$ cat config.mk
export PLATFORM = sky130hd
export DESIGN_NAME = frame_index_sequencer_flat
export DESIGN_NICKNAME = d
export VERILOG_FILES = /design/src/rtl/frame_index_sequencer_if.sv /design/src/rtl/frame_index_sequencer.sv /design/src/flat_wrapper.sv
export SDC_FILE = /design/constraint.sdc
export NUM_CORES = 1
export LEC_CHECK = 0
export BUFFER_PORTS_ARGS = -buffer_cell sky130_fd_sc_hd__buf_2
export CAP_MARGIN = 20
export CORE_MARGIN = 1
export CORE_UTILIZATION = 53
export CTS_CLUSTER_DIAMETER = 40
export CTS_CLUSTER_SIZE = 12
export DETAILED_ROUTE_END_ITERATION = 10
export HOLD_SLACK_MARGIN = 0.06
export MAX_ROUTING_LAYER = met4
export PLACE_DENSITY = 0.84
export SYNTH_ARGS = -nofsm -noshare
export SYNTH_HDL_FRONTEND = slang
export SYNTH_SLANG_ARGS = --single-unit
$ cat constraint.sdc
create_clock -name clk -period 2.4 [get_ports clk]
set_input_delay 0.24 -clock clk [delete_from_list [all_inputs] [get_ports clk]]
set_output_delay 0.24 -clock clk [all_outputs]
set_load 0.01 [all_outputs]
$ cat src/rtl/frame_index_sequencer_if.sv
// Stream bundle for frame_index_sequencer: upstream sample handshake and the
// indexed downstream sample handshake. The sequencer uses master, its environment uses slave.
interface frame_index_sequencer_if #(
    parameter int DATA_WIDTH    = 32,
    parameter int CONTROL_WIDTH = 12
);
    logic                     s_valid;
    logic [DATA_WIDTH-1:0]    s_data;
    logic                     s_ready;
    logic                     m_valid;
    logic [DATA_WIDTH-1:0]    m_data;
    logic [CONTROL_WIDTH-1:0] m_index;
    logic                     m_first;
    logic                     m_last;
    logic                     m_ready;

    modport master (
        input  s_valid, s_data, m_ready,
        output s_ready, m_valid, m_data, m_index, m_first, m_last
    );

    modport slave (
        output s_valid, s_data, m_ready,
        input  s_ready, m_valid, m_data, m_index, m_first, m_last
    );
endinterface

$ cat src/rtl/frame_index_sequencer.sv
// Registered stream stage tagging each sample with its position in a fixed-length frame,
// gated to whole frames by start/stop. Optional frame counter: define FRAME_COUNT_EN.
module frame_index_sequencer #(
    parameter int DATA_WIDTH    = 32,
    parameter int CONTROL_WIDTH = 12,
    parameter int FRAME_LEN     = 4096
) (
    input  logic clk,
    input  logic reset_n,
    input  logic start,
    input  logic stop,
    frame_index_sequencer_if.master bus,
    output logic busy
`ifdef FRAME_COUNT_EN
    ,
    output logic [15:0] frame_count
`endif
);

    localparam logic [1:0] IDLE  = 2'd0;
    localparam logic [1:0] RUN   = 2'd1;
    localparam logic [1:0] DRAIN = 2'd2;

    localparam logic [CONTROL_WIDTH-1:0] LAST_IDX = CONTROL_WIDTH'(FRAME_LEN - 1);

    logic [1:0]               state;
    logic [1:0]               state_nxt;
    logic [CONTROL_WIDTH-1:0] idx;
    logic                     accept;
    logic                     last_accept;

    logic                     m_valid_q;
    logic [DATA_WIDTH-1:0]    m_data_q;
    logic [CONTROL_WIDTH-1:0] m_index_q;
    logic                     m_first_q;
    logic                     m_last_q;

    assign bus.s_ready  = (state != IDLE) && (!m_valid_q || bus.m_ready);
    assign accept       = bus.s_valid && bus.s_ready;
    assign last_accept  = accept && (idx == LAST_IDX);
    assign busy         = (state != IDLE);

    assign bus.m_valid  = m_valid_q;
    assign bus.m_data   = m_data_q;
    assign bus.m_index  = m_index_q;
    assign bus.m_first  = m_first_q;
    assign bus.m_last   = m_last_q;

    // DRAIN itself records the pending stop; start there cancels it.
    always_comb begin
        state_nxt = state;
        case (state)
            IDLE:    if (start) state_nxt = RUN;
            RUN:     if (stop) state_nxt = last_accept ? IDLE : DRAIN;
            DRAIN: begin
                if (start)            state_nxt = RUN;
                else if (last_accept) state_nxt = IDLE;
            end
            default: state_nxt = IDLE;
        endcase
    end

    always_ff @(posedge clk or negedge reset_n) begin
        if (!reset_n) begin
            state <= IDLE;
            idx   <= '0;
        end else begin
            state <= state_nxt;
            if (state == IDLE)
                idx <= '0;
            else if (accept)
                idx <= (idx == LAST_IDX) ? '0 : idx + CONTROL_WIDTH'(1);
        end
    end

    always_ff @(posedge clk or negedge reset_n) begin
        if (!reset_n) begin
            m_valid_q <= 1'b0;
            m_data_q  <= '0;
            m_index_q <= '0;
            m_first_q <= 1'b0;
            m_last_q  <= 1'b0;
        end else if (accept) begin
            m_valid_q <= 1'b1;
            m_data_q  <= bus.s_data;
            m_index_q <= idx;
            m_first_q <= (idx == '0);
            m_last_q  <= (idx == LAST_IDX);
        end else if (bus.m_ready) begin
            m_valid_q <= 1'b0;
        end
    end

`ifdef FRAME_COUNT_EN
    always_ff @(posedge clk or negedge reset_n) begin
        if (!reset_n)
            frame_count <= '0;
        else if (last_accept)
            frame_count <= frame_count + 16'd1;
    end
`endif

endmodule

$ cat src/flat_wrapper.sv
// flat-port wrapper written by rule: the top's interface ports become plain ports
module frame_index_sequencer_flat 
#(
    parameter int DATA_WIDTH    = 32,
    parameter int CONTROL_WIDTH = 12,
    parameter int FRAME_LEN     = 4096
)
  (clk, reset_n, start, stop, busy, bus_s_valid, bus_s_data, bus_m_ready, bus_s_ready, bus_m_valid, bus_m_data, bus_m_index, bus_m_first, bus_m_last);
  frame_index_sequencer_if #(.DATA_WIDTH(DATA_WIDTH), .CONTROL_WIDTH(CONTROL_WIDTH)) bus_i ();
  input  logic clk;
  input  logic reset_n;
  input  logic start;
  input  logic stop;
  output logic busy;
  input wire logic [$bits(bus_i.s_valid)-1:0] bus_s_valid;
  input wire logic [$bits(bus_i.s_data)-1:0] bus_s_data;
  input wire logic [$bits(bus_i.m_ready)-1:0] bus_m_ready;
  output wire logic [$bits(bus_i.s_ready)-1:0] bus_s_ready;
  output wire logic [$bits(bus_i.m_valid)-1:0] bus_m_valid;
  output wire logic [$bits(bus_i.m_data)-1:0] bus_m_data;
  output wire logic [$bits(bus_i.m_index)-1:0] bus_m_index;
  output wire logic [$bits(bus_i.m_first)-1:0] bus_m_first;
  output wire logic [$bits(bus_i.m_last)-1:0] bus_m_last;
  assign bus_i.s_valid = bus_s_valid;
  assign bus_i.s_data = bus_s_data;
  assign bus_i.m_ready = bus_m_ready;
  assign bus_s_ready = bus_i.s_ready;
  assign bus_m_valid = bus_i.m_valid;
  assign bus_m_data = bus_i.m_data;
  assign bus_m_index = bus_i.m_index;
  assign bus_m_first = bus_i.m_first;
  assign bus_m_last = bus_i.m_last;
  frame_index_sequencer #(.DATA_WIDTH(DATA_WIDTH), .CONTROL_WIDTH(CONTROL_WIDTH), .FRAME_LEN(FRAME_LEN)) u_core (.clk(clk), .reset_n(reset_n), .start(start), .stop(stop), .bus(bus_i), .busy(busy));
endmodule
# ---- Yosys cells after proc, flatten, opt, wreduce, memory -nomap -nowiden
# Cells that the tools add are included.
dict set report word_totals {
  elab_cells 36
  inputBits 38
  regBits 61
}
dict set report classes {
  n_eq_ne 6
  n_addsub 1
  reduce_logical 11
  muxes 11
}
# operator count
set ops {}
lappend ops {{$mux W12} 3}
lappend ops {{$add A12 B1 Y12 const B} 1}
lappend ops {{$eq A12 B12 Y1 const B} 1}
lappend ops {{$logic_not A12 Y1} 1}
lappend ops {{$mux W2} 5}
lappend ops {{$pmux W2 S3} 1}
lappend ops {{$reduce_bool A2 Y1} 3}
lappend ops {{$ne A2 B2 Y1 const B} 2}
lappend ops {{$logic_and A1 B1 Y1} 3}
lappend ops {{$ne A3 B2 Y1 const B} 1}
lappend ops {{$reduce_and A3 Y1} 1}
lappend ops {{$eq A2 B1 Y1 const B} 1}
lappend ops {{$eq A2 B2 Y1 const B} 1}
lappend ops {{$logic_not A2 Y1} 1}
lappend ops {{$mux W1} 2}
lappend ops {{$logic_not A1 Y1} 1}
lappend ops {{$logic_or A1 B1 Y1} 1}

# ---- Depth between registers and ports, before layout
dict set report logic_depth {
  word_depth 8
  depth_mapped 6
  depth_no_buf 5
}

# ---- Worst setup path after synthesis
# Ideal clock, no wire load.
dict set report synth_path {
  path_type {flip-flop to flip-flop}
  start {reg u_core.idx[0]}
  end {reg u_core.idx[10]}
  n_path_buf 0
  slack_ns 0.726
  required_time_ns 2.323
  stages_incl_launch_ff 6
  arrival_time_ns 1.597
  period_less_slack_ns 1.674
  cell_sequence {dfrtp_1 -> ha_1 -> nand2_2 -> or3_4 -> or4_1 -> a21oi_1}
}
dict set report synth_between {
  elab_chain_len 4
  elab_cells_between_ends 5
  classes_between {add/sub: 1; eq/ne: 1; mux: 3}
}
# element line
set synth_rtl {}
lappend synth_rtl {{start, declared} frame_index_sequencer.sv:28} ;# logic [CONTROL_WIDTH-1:0] idx;
lappend synth_rtl {{start signal, assigned} frame_index_sequencer.sv:72} ;# idx <= (idx == LAST_IDX) ? '0 : idx + CONTROL_WIDTH'(1);
lappend synth_rtl {{$add A12 B1 Y12 / $eq A12 B12 Y1 (equally long branches)} frame_index_sequencer.sv:72}
lappend synth_rtl {{$mux W12 (*)} frame_index_sequencer.sv:72}
lappend synth_rtl {{$mux W12 (*)} frame_index_sequencer.sv:71} ;# else if (accept)
lappend synth_rtl {{$mux W12 (*)} frame_index_sequencer.sv:69} ;# if (state == IDLE)
# Every way passes the cells marked *; elsewhere a longest branch is shown, timed or not. The select of a mux whose other input is x is not followed.
# A chain may end at the register's enable or synchronous reset.

# ---- Final worst setup path
dict set report layout_path {
  start {reg u_core.idx[0]}
  end {reg u_core.idx[5]}
}
# The elaborated chain is that of the path after synthesis.

==> impl_metrics.csv <==
group,metric,value,unit
clocking,insertion_delay,0.33,ns
routing,first_iter_violations,87,
setup_path,rrSetupSlack,0.55,ns
sta,fin_ws,0.547,ns
setup_path,reg2reg_depth,5,
pwr,cellPowerDensity,919,nW/µm²
floorplan,start_util,0.568,
sta,period_minus_slack,1.85,ns
floorplan,row_count,24,
setup_path,cp-end-kind,"flop",
placement,place_ws,0.542,ns
logic_synthesis,synth_edf_count,0,
setup_path,arrival,2.05,ns
logic_synthesis,syn_nets,323,
placement,place_congestion,0.905,
global_route,grt_pass1_wl,9190,µm
logic_synthesis,syn_avg_cell_area,9.04,µm²
placement,portBuffers,86,
cells_and_area,n_antenna_cell,0,
cells_and_area,nets,416,
pwr,leakagePower,1.82,nW
cells_and_area,fillers,350,
sta,setup_viol,0,
setup_path,crit_start,"u_core.idx[0]$_DFFE_PN0P_",
routing,route.detailed.drc,0,
routing,routedWlPerCell,12.4,µm
global_route,grt_antenna_before_repair,0,
global_route,grt_pass1_vias,2061,
cells_and_area,multi_input_area,972,µm²
routing,drt_first_pass_iters,4,
clocking,clkTransAtPathRegs,0.06,ns
floorplan,dieWidth,71.5,µm
logic_synthesis,ys_types,33,
sta,max_slew.worst_pin.slew,0.615,ns
sta,timing.hold.ws,0.0902,ns
routing,drtAntennaViolNets,0,
sta,tns,0,ns
run_status,outcome,"completed",
floorplan,die-area,5110,µm²
logic_synthesis,yosys_warnings,0,
sta,max_freq,540,MHz
clocking,cts_buffers,9,
global_route,grt_max_degree,25,
routing,via_per_inst,5.12,
clocking,clk_path_buf_depth,2,
global_route,grt_overflow,0,
sta,slew_headroom,0.590,
logic_synthesis,synth_ff_type,"dfrtp_1",
sta,hold_violations,0,
pwr,ir_drop,0.564,mV
cells_and_area,final_cell_mix,"nand2_1, buf_2, dfrtp_1, clkbuf_8, a21oi_1",
setup_path,crit_path_end,"u_core.idx[5]$_DFFE_PN0P_",
placement,hpwl,3770,µm
setup_path,cp.required,2.60,ns
setup_path,critical_path_class,"reg -> reg",
routing,vias,2208,
clocking,cts_tree,"done",
clocking,clock-root-buffer,"clkbuf_8",
floorplan,io-pin-count,87,
setup_path,worstReg2RegEnd,"u_core.idx[5]$_DFFE_PN0P_",
sta,clock_skew,0.0103,ns
setup_path,critPathLaunchType,"flop",
logic_synthesis,ys_seq_elements,61,
sta,slew_violations,0,
logic_synthesis,ys_async_sr_fraction,1.00,
cells_and_area,seqCellArea,1530,µm²
clocking,cts_sinks,61,
cells_and_area,drive_above_1_share,0.306,
setup_path,crit_fanout,7,
floorplan,die_h,71.5,µm
global_route,grt_usage,0.244,
sta,fin_crit_sh,0.772,
cells_and_area,area_delta_synth_final,28.4,%
logic_synthesis,syn-cell-area,2560,µm²
routing,routed_wirelength,5340,µm
clocking,h-tree-depth,3,
cells_and_area,layout_commonest_cell,"nand2_1",
logic_synthesis,synth_seq_area_share,0.597,
hold_path,min_path_type,"in -> reg",
floorplan,core_area,4500,µm²
job,maxCapViolCount,0,
sta,rsz0062_at_grt,"false",
setup_path,timing.rr.start,"u_core.idx[0]$_DFFE_PN0P_",
logic_synthesis,syn-instance-count,283,
==> cells in the mapped netlist, types with 2 or more instances <==
master / n / area, µm²
nand2_1: 132 / 495
dfrtp_1: 61 / 1530
a21oi_1: 11 / 55.1
o21ai_0: 10 / 50.1
nand3_1: 8 / 40.0
nor2_1: 7 / 26.3
inv_1: 6 / 22.5
clkbuf_1: 5 / 18.8
buf_2: 4 / 20.0
or4_1: 4 / 30.0
a31oi_1: 3 / 18.8
nor3_1: 3 / 15.0
o31ai_1: 3 / 22.5
buf_1: 2 / 7.51
ha_1: 2 / 25.0
nand3b_1: 2 / 15.0
nor4b_1: 2 / 17.5
or3_1: 2 / 12.5
or3_2: 2 / 15.0
==> worst min path at each step <==
stage / to / from / cells after the start
floorplan: u_core.bus.m_data[0]$_DFFE_PN0P_ / reset_n / 0
global placement: u_core.bus.m_data[28]$_DFFE_PN0P_ / reset_n / 1
global route: u_core.bus.m_data[17]$_DFFE_PN0P_ / bus_s_data[17] / 3
detailed placement: u_core.bus.m_data[28]$_DFFE_PN0P_ / reset_n / 1
finish: u_core.bus.m_data[30]$_DFFE_PN0P_ / bus_s_data[30] / 3
CTS: u_core.bus.m_data[30]$_DFFE_PN0P_ / bus_s_data[30] / 3
==> layout make-up <==
class                           count  area share
Clock buffer                       13      0.0514
Tap cell                           52      0.0198
Inverter                            6     0.00686
Multi-Input combinational cell    205       0.296
Clock inverter                      1     0.00915
Sequential cell                    61       0.465
Timing Repair Buffer               93       0.152
==> timing repair <==
| item | in CTS | in global routing |
|---|---|---|
| hold buffers | 1 | 0 |
| gates resized for setup | 0 | 0 |
| endpoints found under the hold margin | 18 | 0 |
| buffers inserted | 0 | 0 |
==> power by group <==
part | switching [mW] | leakage (nW) | internal, mW
Clock | 0.352 | 0.102 | 0.554
Combinational | 0.446 | 0.924 | 0.304
Sequential | 0.119 | 0.792 | 1.24
==> per-layer routing <==
| metal | up-vias | global-route usage | part of all wire |
|---|---|---|---|
| met5 | - | - | 0 |
| met4 | 0 | 0.105 | 0.017 |
| met3 | 9 | 0.0563 | 0.045 |
| met2 | 70 | 0.374 | 0.47 |
| met1 | 1016 | 0.316 | 0.47 |
| li1 | 1113 | - | - |
==> flip-flops by register name (all words and copies together), names as in the netlist <==
register,count
u_core.bus.m_data,32
u_core.bus.m_index,12
u_core.idx,12
u_core.state,2
u_core.bus.m_first,1
u_core.bus.m_last,1
u_core.bus.m_valid,1
==> metrics by stage <==
stage / power, mW / utilization / instance area (µm²) / std cells
after floorplan: 1.78 / - / 2560 / 283
after global placement: 2.11 / 0.683 / 3070 / 416
after detailed placement: 2.14 / 0.683 / 3070 / 416
after CTS: 3.05 / 0.729 / 3280 / 431
after global routing: 3.21 / 0.729 / 3280 / 431
final: 3.02 / 0.729 / 3280 / 431
==> worst max-delay path: stages (launching register included) <==
cell and delay (ns):
dfrtp_1 0.40, ha_1 0.23, nand2_2 0.08, or4_1 0.70
o21ai_4 0.25, a21oi_1 0.07
==> logic make-up after synthesis <==
kind of cell	count (synthesis)	synth area share
AO/OA/AOI/OAI	30	0.0700
XOR/XNOR	1	0.00343
adder cells (fa/ha/maj)	2	0.00978
buffers and inverters	17	0.0269
flip-flops	61	0.597
multiplexers	1	0.00440
AND/OR/NAND/NOR	171	0.289
Power figures use the tool's default switching activity.
